File: src/rtl/fc_result_reader.sv
// fc_result_reader: captures a parallel FC result vector and streams it out.
// Optional argmax (predicted class) when FC_RESULT_READER_ARGMAX_EN is defined.
module fc_result_reader #(
  parameter  int WIDTH = 8,
  parameter  int IN    = 84,
  parameter  int OUT   = 10,
  localparam int ZW    = WIDTH*2 + $clog2(IN),
  localparam int IW    = $clog2(OUT)
) (
  input  logic          clk,
  input  logic          rst,
  input  logic          in_valid,
  output logic          in_ready,
  input  logic [ZW-1:0] z [0:OUT-1],
  output logic          out_valid,
  input  logic          out_ready,
  output logic [ZW-1:0] out_data,
  output logic [IW-1:0] out_idx,
  output logic          out_last,
  output logic          cls_valid,
  output logic [IW-1:0] cls_idx
);

  typedef enum logic [1:0] {
    S_IDLE,
    S_STREAM,
    S_RESULT
  } state_t;

  state_t        state_q;
  state_t        state_d;
  logic [ZW-1:0] buf_q [0:OUT-1];
  logic [IW-1:0] idx_q;
  logic          cap;
  logic          hs;
  logic          last;

  assign cap  = (state_q == S_IDLE) && in_valid;
  assign hs   = (state_q == S_STREAM) && out_ready;
  assign last = (idx_q == IW'(OUT-1));

  assign in_ready  = (state_q == S_IDLE);
  assign out_valid = (state_q == S_STREAM);
  assign out_data  = buf_q[idx_q];
  assign out_idx   = idx_q;
  assign out_last  = out_valid && last;

  // State register
  always_ff @(posedge clk or posedge rst) begin
    if (rst) state_q <= S_IDLE;
    else     state_q <= state_d;
  end

  // Next-state logic
  always_comb begin
    state_d = state_q;
    unique case (state_q)
      S_IDLE:   if (in_valid) state_d = S_STREAM;
      S_STREAM: if (out_ready && last)
`ifdef FC_RESULT_READER_ARGMAX_EN
                  state_d = S_RESULT;
`else
                  state_d = S_IDLE;
`endif
      S_RESULT: state_d = S_IDLE;
      default:  state_d = S_IDLE;
    endcase
  end

  // Frame buffer, written only at capture so z may change freely
  always_ff @(posedge clk or posedge rst) begin
    if (rst) begin
      for (int i = 0; i < OUT; i++) buf_q[i] <= '0;
    end else if (cap) begin
      for (int i = 0; i < OUT; i++) buf_q[i] <= z[i];
    end
  end

  // Beat index, advances on each accepted beat
  always_ff @(posedge clk or posedge rst) begin
    if (rst)      idx_q <= '0;
    else if (cap) idx_q <= '0;
    else if (hs)  idx_q <= last ? '0 : idx_q + 1'b1;
  end

`ifdef FC_RESULT_READER_ARGMAX_EN
  logic [ZW-1:0] best_val_q;
  logic [IW-1:0] best_idx_q;
  logic [IW-1:0] cls_q;
  logic          gt;
  logic [IW-1:0] win_idx;

  // Strict compare keeps the lowest index on ties
  assign gt      = (buf_q[idx_q] > best_val_q);
  assign win_idx = gt ? idx_q : best_idx_q;

  // Running argmax; result latched at the last beat so it holds
  always_ff @(posedge clk or posedge rst) begin
    if (rst) begin
      best_val_q <= '0;
      best_idx_q <= '0;
      cls_q      <= '0;
    end else if (cap) begin
      best_val_q <= '0;
      best_idx_q <= '0;
    end else if (hs) begin
      if (gt) begin
        best_val_q <= buf_q[idx_q];
        best_idx_q <= idx_q;
      end
      if (last) cls_q <= win_idx;
    end
  end

  assign cls_valid = (state_q == S_RESULT);
  assign cls_idx   = cls_q;
`else
  assign cls_valid = 1'b0;
  assign cls_idx   = '0;
`endif

endmodule

File: config.mk
export PLATFORM = sky130hd
export DESIGN_NAME = fc_result_reader
export DESIGN_NICKNAME = d
export VERILOG_FILES = /design/src/rtl/fc_result_reader.sv
export SDC_FILE = /design/constraint.sdc
export NUM_CORES = 1
export LEC_CHECK = 0
export CORE_ASPECT_RATIO = 1.5
export CORE_MARGIN = 5
export CORE_UTILIZATION = 51
export CTS_BUF_LIST = sky130_fd_sc_hd__clkbuf_16
export CTS_CLUSTER_DIAMETER = 30
export CTS_CLUSTER_SIZE = 16
export DETAILED_ROUTE_END_ITERATION = 16
export PLACE_DENSITY = 0.88
export SLEW_MARGIN = 20
export SYNTH_ARGS = -nofsm -noshare
export SYNTH_HDL_FRONTEND = slang
export SYNTH_SLANG_ARGS = --single-unit
File: constraint.sdc
create_clock -name clk -period 10.45 [get_ports clk]
set_input_delay 3.135 -clock clk [delete_from_list [all_inputs] [get_ports clk]]
set_output_delay 3.135 -clock clk [all_outputs]
set_load 0.01 [all_outputs]
==> metrics.txt, run 1 <==
status=completed; clk buf depth=3; CP peak stage delay=1.02 ns; commonest cells after routing, fill and taps aside=clkdlybuf4s50_1, dfrtp_1, mux2_4; Synth Area in Adders=0.00212; most common cell after layout, fill and taps aside=clkdlybuf4s50_1; Setup violations, final=0; Clock power frac=0.232; # nets final=1227; hold buffer count at CTS=0; die width=134 um; CP Capture Type=output pin; CP required=7.32 ns; Max VDD drop=0.203 mV; gr ovfl total=0; crit start category=flip-flop; proportion of synthesized area in mux cells=0.394; Sink Count=235; vias per inst=5.56; pwr dens=317 nW/um2; setup_tns=0 ns; area grow syn2layout=32.0%; actual slew at the worst max-slew pin=1.13 ns; I/O Pins=269; Tot Pwr=4940 uW; Buf+Inv Stages, Crit Path=2; cell family with most CP delay=buffers and inverters; chip height=196 um; Fillers=1546; largest family of logic cells by synthesized area=multiplexers; CP Cell Sequence=buf_4 -> mux4_2 -> nor2_1 -> o31ai_2 -> clkdlybuf4s50_1; Row Count=68; CORE AREA=23000 um2; share of the synthesized area in the top cell type=0.498; drt pass-1 iters=4; gr usage total=0.247; leakage=0.00668 uW; worst hold-check path type=flip-flop to flip-flop; DR iter-0 viols=386; DRC=0; insertion delay to the later sink of the worst-skew pair=0.52 ns; H-Tree Depth=2; Wirelength per Cell=25.4 um; maxcap violations=0; Synth Instances=735; complex-gate fraction of the synthesized area=0.0400; Post-Route Skew=0.0101 ns; slew margin rel.=0.243; Ys Warns=0; Syn Std Cell Area=11800 um2; Buffers on Ports=263; Post-Syn Area per Cell=16.1 um2; Slew Limit Fails=0; NetSw=1560 uW; Clk pin slew, worst setup/hold paths=0.05 ns; CP Max Fanout=51; vias in the first global route=8160; Period Utilization, post-route=0.656; Synth Area in Simple Gates=0.0228; Synth area leader=dfrtp_1; Comb pwr share=0.412; first-pass GRT wire length=49.6 mm; RePlAce Congestion=0.879; area share of xor/xnor cells in the synthesized design=0.000741; CTS tree=done; fraction of layout cells with a size suffix above 1=0.377; Post-CTS Setup Bufs=0; Period minus WS final=6.86 ns; fraction of the yosys area taken by sequential cells=0.498; Starting Density=0.514; post-synthesis register bit count=235; die area=26400 um2; Int Pwr=3380 uW; Post-Route WL=33.2 mm; crit path max-delay cell type=dfrtp_4; Net Sw Frac=0.315; post-DP HPWL=23.5 mm; Max Clk Rate=146 MHz; CTS buffer count=37; Cell variety after synth=31; Root Driver=clkbuf_16; RSZ-0062 raised after global routing=no; ranking of synthesized cells by area=dfrtp_1, mux2_4, mux2_2, mux4_2, mux2_1; # resized after CTS=0; Seq pwr share=0.357; WS Path Type=flip-flop to output pin; antenna violations before repair=9; largest net degree at the start of global routing=150; CP arrival=3.72 ns; Hold Violations, Final=0; DRT antenna net count=0; total vias in the final route=7264
==> final cells by class <==
type	instances	area (um2)	area share
inverters	5	31.3	0.00200
flip-flops and latches	235	5890	0.377
clock inverters	29	223	0.0143
well taps	280	350	0.0225
multi-input cells	442	5460	0.350
diodes	9	22.5	0.00144
repair buffers	270	2700	0.173
clock buffers	37	926	0.0593
==> stage by stage <==
stage                     instances  worst slack (ns)  instance area [um2]  hold slack, ns   util
after floorplan                 739             0.869                11800           0.454      -
after global placement         1232              4.20                14400           0.467  0.628
after detailed placement       1232              4.15                14400           0.472  0.628
after CTS                      1298              3.56                15600           0.501  0.678
after global routing           1307              3.46                15600           0.519  0.679
final                          1307              3.59                15600           0.496  0.679
==> sequential cells by signal, summed over array words and instances (netlist names) <==
register,cells
state_q,1
buf_q,230
out_idx,4
==> power groups by stage <==
stage | clock, uW | combinational, uW | sequential (uW)
after floorplan | 0 | 1550 | 1550
after global placement | 0 | 1980 | 1750
after detailed placement | 0 | 2020 | 1760
after CTS | 1160 | 2040 | 1760
after global routing | 1200 | 2150 | 1810
final | 1140 | 2030 | 1760
==> cells in the mapped netlist <==
library cell    n
dfrtp_1       235
mux2_4        202
mux2_2         60
mux2_1         37
nand2_1        27
buf_6          26
mux4_2         23
o22ai_1        23
o31ai_2        23
buf_2          19
nor2_1         15
nor2_2         10
buf_4           7
inv_1           5
o21ai_1         3
clkbuf_1        2
ha_1            2
nand2b_1        2
nand3_1         2
a41o_1          1
buf_1           1
buf_12          1
buf_8           1
conb_1          1
mux2i_1         1
nand3b_1        1
nor2b_1         1
nor3b_2         1
o21bai_1        1
o2bb2ai_1       1
xor2_1          1
==> worst reg2reg max path, stage by stage, from the launching register on <==
cell and delay (ns):
dfrtp_1 0.47, nor2b_4 0.18, buf_4 0.64, buf_4 0.82, mux2_2 0.47
==> routing by layer <==
metal | up-vias | GRT usage | share of wire
met3 | 96 | 0.0523 | 0.064
met4 | 0 | 0.161 | 0.066
met2 | 315 | 0.395 | 0.49
li1 | 3188 | - | -
met5 | - | 0 | 0
met1 | 3665 | 0.303 | 0.38
==> worst paths after layout <==
check / cells after the start / slack (ns) / endpoint / from
setup reg to reg: 4 / 7.76 / buf_q[57] / state_q[0]
min in group asynchronous: 2 / 3.13 / buf_q[36] / rst
setup / recovery: 5 / 3.59 / out_data[18] / out_idx[0]
hold / removal: 1 / 0.50 / buf_q[80] / buf_q[80]
max in group asynchronous: 3 / 5.87 / out_idx[0] / rst
hold reg to reg: 1 / 0.50 / buf_q[80] / buf_q[80]
==> kinds of logic after synthesis <==
logic type	count (synthesis)
muxes	323
buffers and inverters	62
and+or+nand+nor	59
other	1
AOI/OAI and AO/OA	52
DFF	235
xor gates and xnor gates	1
adders and majority gates	2
(Power assumes the default switching activity.)
==> inputs of run 2 (changes only) <==
==> constraint.sdc (replaced) <==
create_clock -name clk -period 6.9 [get_ports clk]
set_input_delay 2.07 -clock clk [delete_from_list [all_inputs] [get_ports clk]]
set_output_delay 2.07 -clock clk [all_outputs]
set_load 0.01 [all_outputs]
==> run 2 against run 1 <==
- design area increased by 2.1%
- power increased by 58%
- via count decreased by 1.5%
- register-to-register slack got worse by 3.3 ns
- flip-flop and latch count unchanged
- largest power group unchanged
- largest cell class unchanged
- clock power increased by 83%
- sequential power increased by 47%
==> metrics.txt, run 2 (synthesis gave the netlist of run 1 again) <==
cell family with most CP delay=buffers and inverters; Post-Route WL=31.1 mm; # nets final=1237; GR Util met2=0.393; commonest cells after routing, fill and taps aside=clkdlybuf4s50_1, dfrtp_1, mux2_4; Buf+Inv Stages, Crit Path=2; largest net degree at the start of global routing=131; maxcap violations=0; pwr dens=489 nW/um2; vias in the first global route=8116; first-pass GRT wire length=47.3 mm; vias per inst=5.42; RSZ-0062 raised after global routing=no; RR Endpoint=out_idx[2]; M3 GR Usage=0.0403; CORE AREA=23000 um2; CP peak stage delay=0.97 ns; insertion delay to the later sink of the worst-skew pair=0.51 ns; post-route core utilization=0.694; Max Clk Rate=184 MHz; clk buf depth=3; chip height=196 um; I/O Pins=269; drt pass-1 iters=4; Setup violations, final=0; Hold Violations, Final=0; Period Utilization, post-route=0.788; hold buffer count at CTS=0; Worst Hold End=buf_q[80]; Slew Limit Fails=0; leakage=0.00685 uW; Placed Cells=1235; Post-Route Skew=0.0189 ns; die width=134 um; number of flip-flops in the largest register=230; slew margin rel.=0.287; DRT antenna net count=0; Top reg by flops=buf_q; gr ovfl total=0; Starting Density=0.514; area grow syn2layout=34.9%; gr usage total=0.233; crit start category=flip-flop; total vias in the final route=7155; # resized after CTS=0; Sink Count=235; DR iter-0 viols=395; fraction of layout cells with a size suffix above 1=0.393; antenna violations before repair=5; post-DP HPWL=21.5 mm; actual slew at the worst max-slew pin=1.07 ns; Wirelength per Cell=23.6 um; CTS tree=done; Buffers on Ports=263; Root Driver=clkbuf_16; Reg2Reg Depth=5; WS Path Type=flip-flop to output pin; Cell Count, Final, Fillers Out=1319; CP arrival=3.37 ns; r2r setup slk=4.46 ns; Hold Path Origin=buf_q[80]; Min-Delay Path Depth=1; CP Capture Type=output pin; gr busiest metal=met2; RePlAce Congestion=0.831; CP Cell Sequence=buf_4 -> mux4_2 -> nor2_1 -> o31ai_2 -> clkdlybuf4s50_1; CP Max Fanout=51; Max VDD drop=0.281 mV; CTS buffer count=42; met1 usage=0.292; DRC=0; H-Tree Depth=2; Clk pin slew, worst setup/hold paths=0.05 ns; Period minus WS final=5.44 ns; Fillers=1539; crit path max-delay cell type=dfrtp_4; die area=26400 um2; most common cell after layout, fill and taps aside=clkdlybuf4s50_1; CP required=4.83 ns; setup_tns=0 ns; launching point of the worst reg2reg path=out_idx[0]; status=completed; Row Count=68; Post-CTS Setup Bufs=0; worst hold-check path type=flip-flop to flip-flop
## run 2: cell count changes in the layout (fill, tap and decap cells not counted), moves of 4 or more
cell,previous run,this run
clkinv_1,10,2
clkinv_4,2,7
diode_2,9,5
clkbuf_16,37,43
inv_6,3,8
## run 2: metal layers
metal / wire length, um / up-vias
li1: - / 3216
met1: 12400 / 3612
met2: 15600 / 264
met3: 1550 / 63
met4: 1500 / 0
met5: 0 / -
## run 2: worst max-delay path by stage
stage                         to  startpoint  cells past startpoint
floorplan               buf_q[0]         rst                      1
global placement    out_data[14]  out_idx[0]                      5
detailed placement  out_data[14]  out_idx[0]                      5
CTS                 out_data[19]  out_idx[3]                      4
global route        out_data[14]  out_idx[0]                      5
finish               out_data[1]  out_idx[0]                      5
## run 2: power by group
part / leakage [uW] / internal, uW / switching, uW
logic: 0.00333 / 2000 / 1130
registers: 0.00281 / 2080 / 498
clock network: 0.000701 / 1340 / 744
## run 2: area by class of cell
| type | count | area, um2 | area share |
|---|---|---|---|
| flip-flops and latches | 235 | 5890 | 0.369 |
| multi-input cells | 442 | 5460 | 0.343 |
| repair buffers | 275 | 2760 | 0.173 |
| clock buffers | 43 | 1080 | 0.0675 |
| clock inverters | 34 | 365 | 0.0229 |
| well taps | 280 | 350 | 0.0220 |
| inverters | 5 | 22.5 | 0.00141 |
| diodes | 5 | 12.5 | 0.000785 |
## run 2: per-stage QoR
stage,hold WS [ns],power (uW),area (um2),setup WS [ns]
after floorplan,0.454,4690,11800,1.75
after global placement,0.464,5600,14500,1.95
after detailed placement,0.483,5690,14500,1.95
after CTS,0.497,7850,15900,1.38
after global routing,0.514,8160,15900,1.28
final,0.495,7790,15900,1.46
## run 2: worst register-to-register path, stage by stage (launching register included)
cell       delay [ns]
dfrtp_4          0.97
buf_4            0.49
ha_1             0.21
nand3b_1         0.19
a41o_1           0.33
o2bb2ai_1        0.12
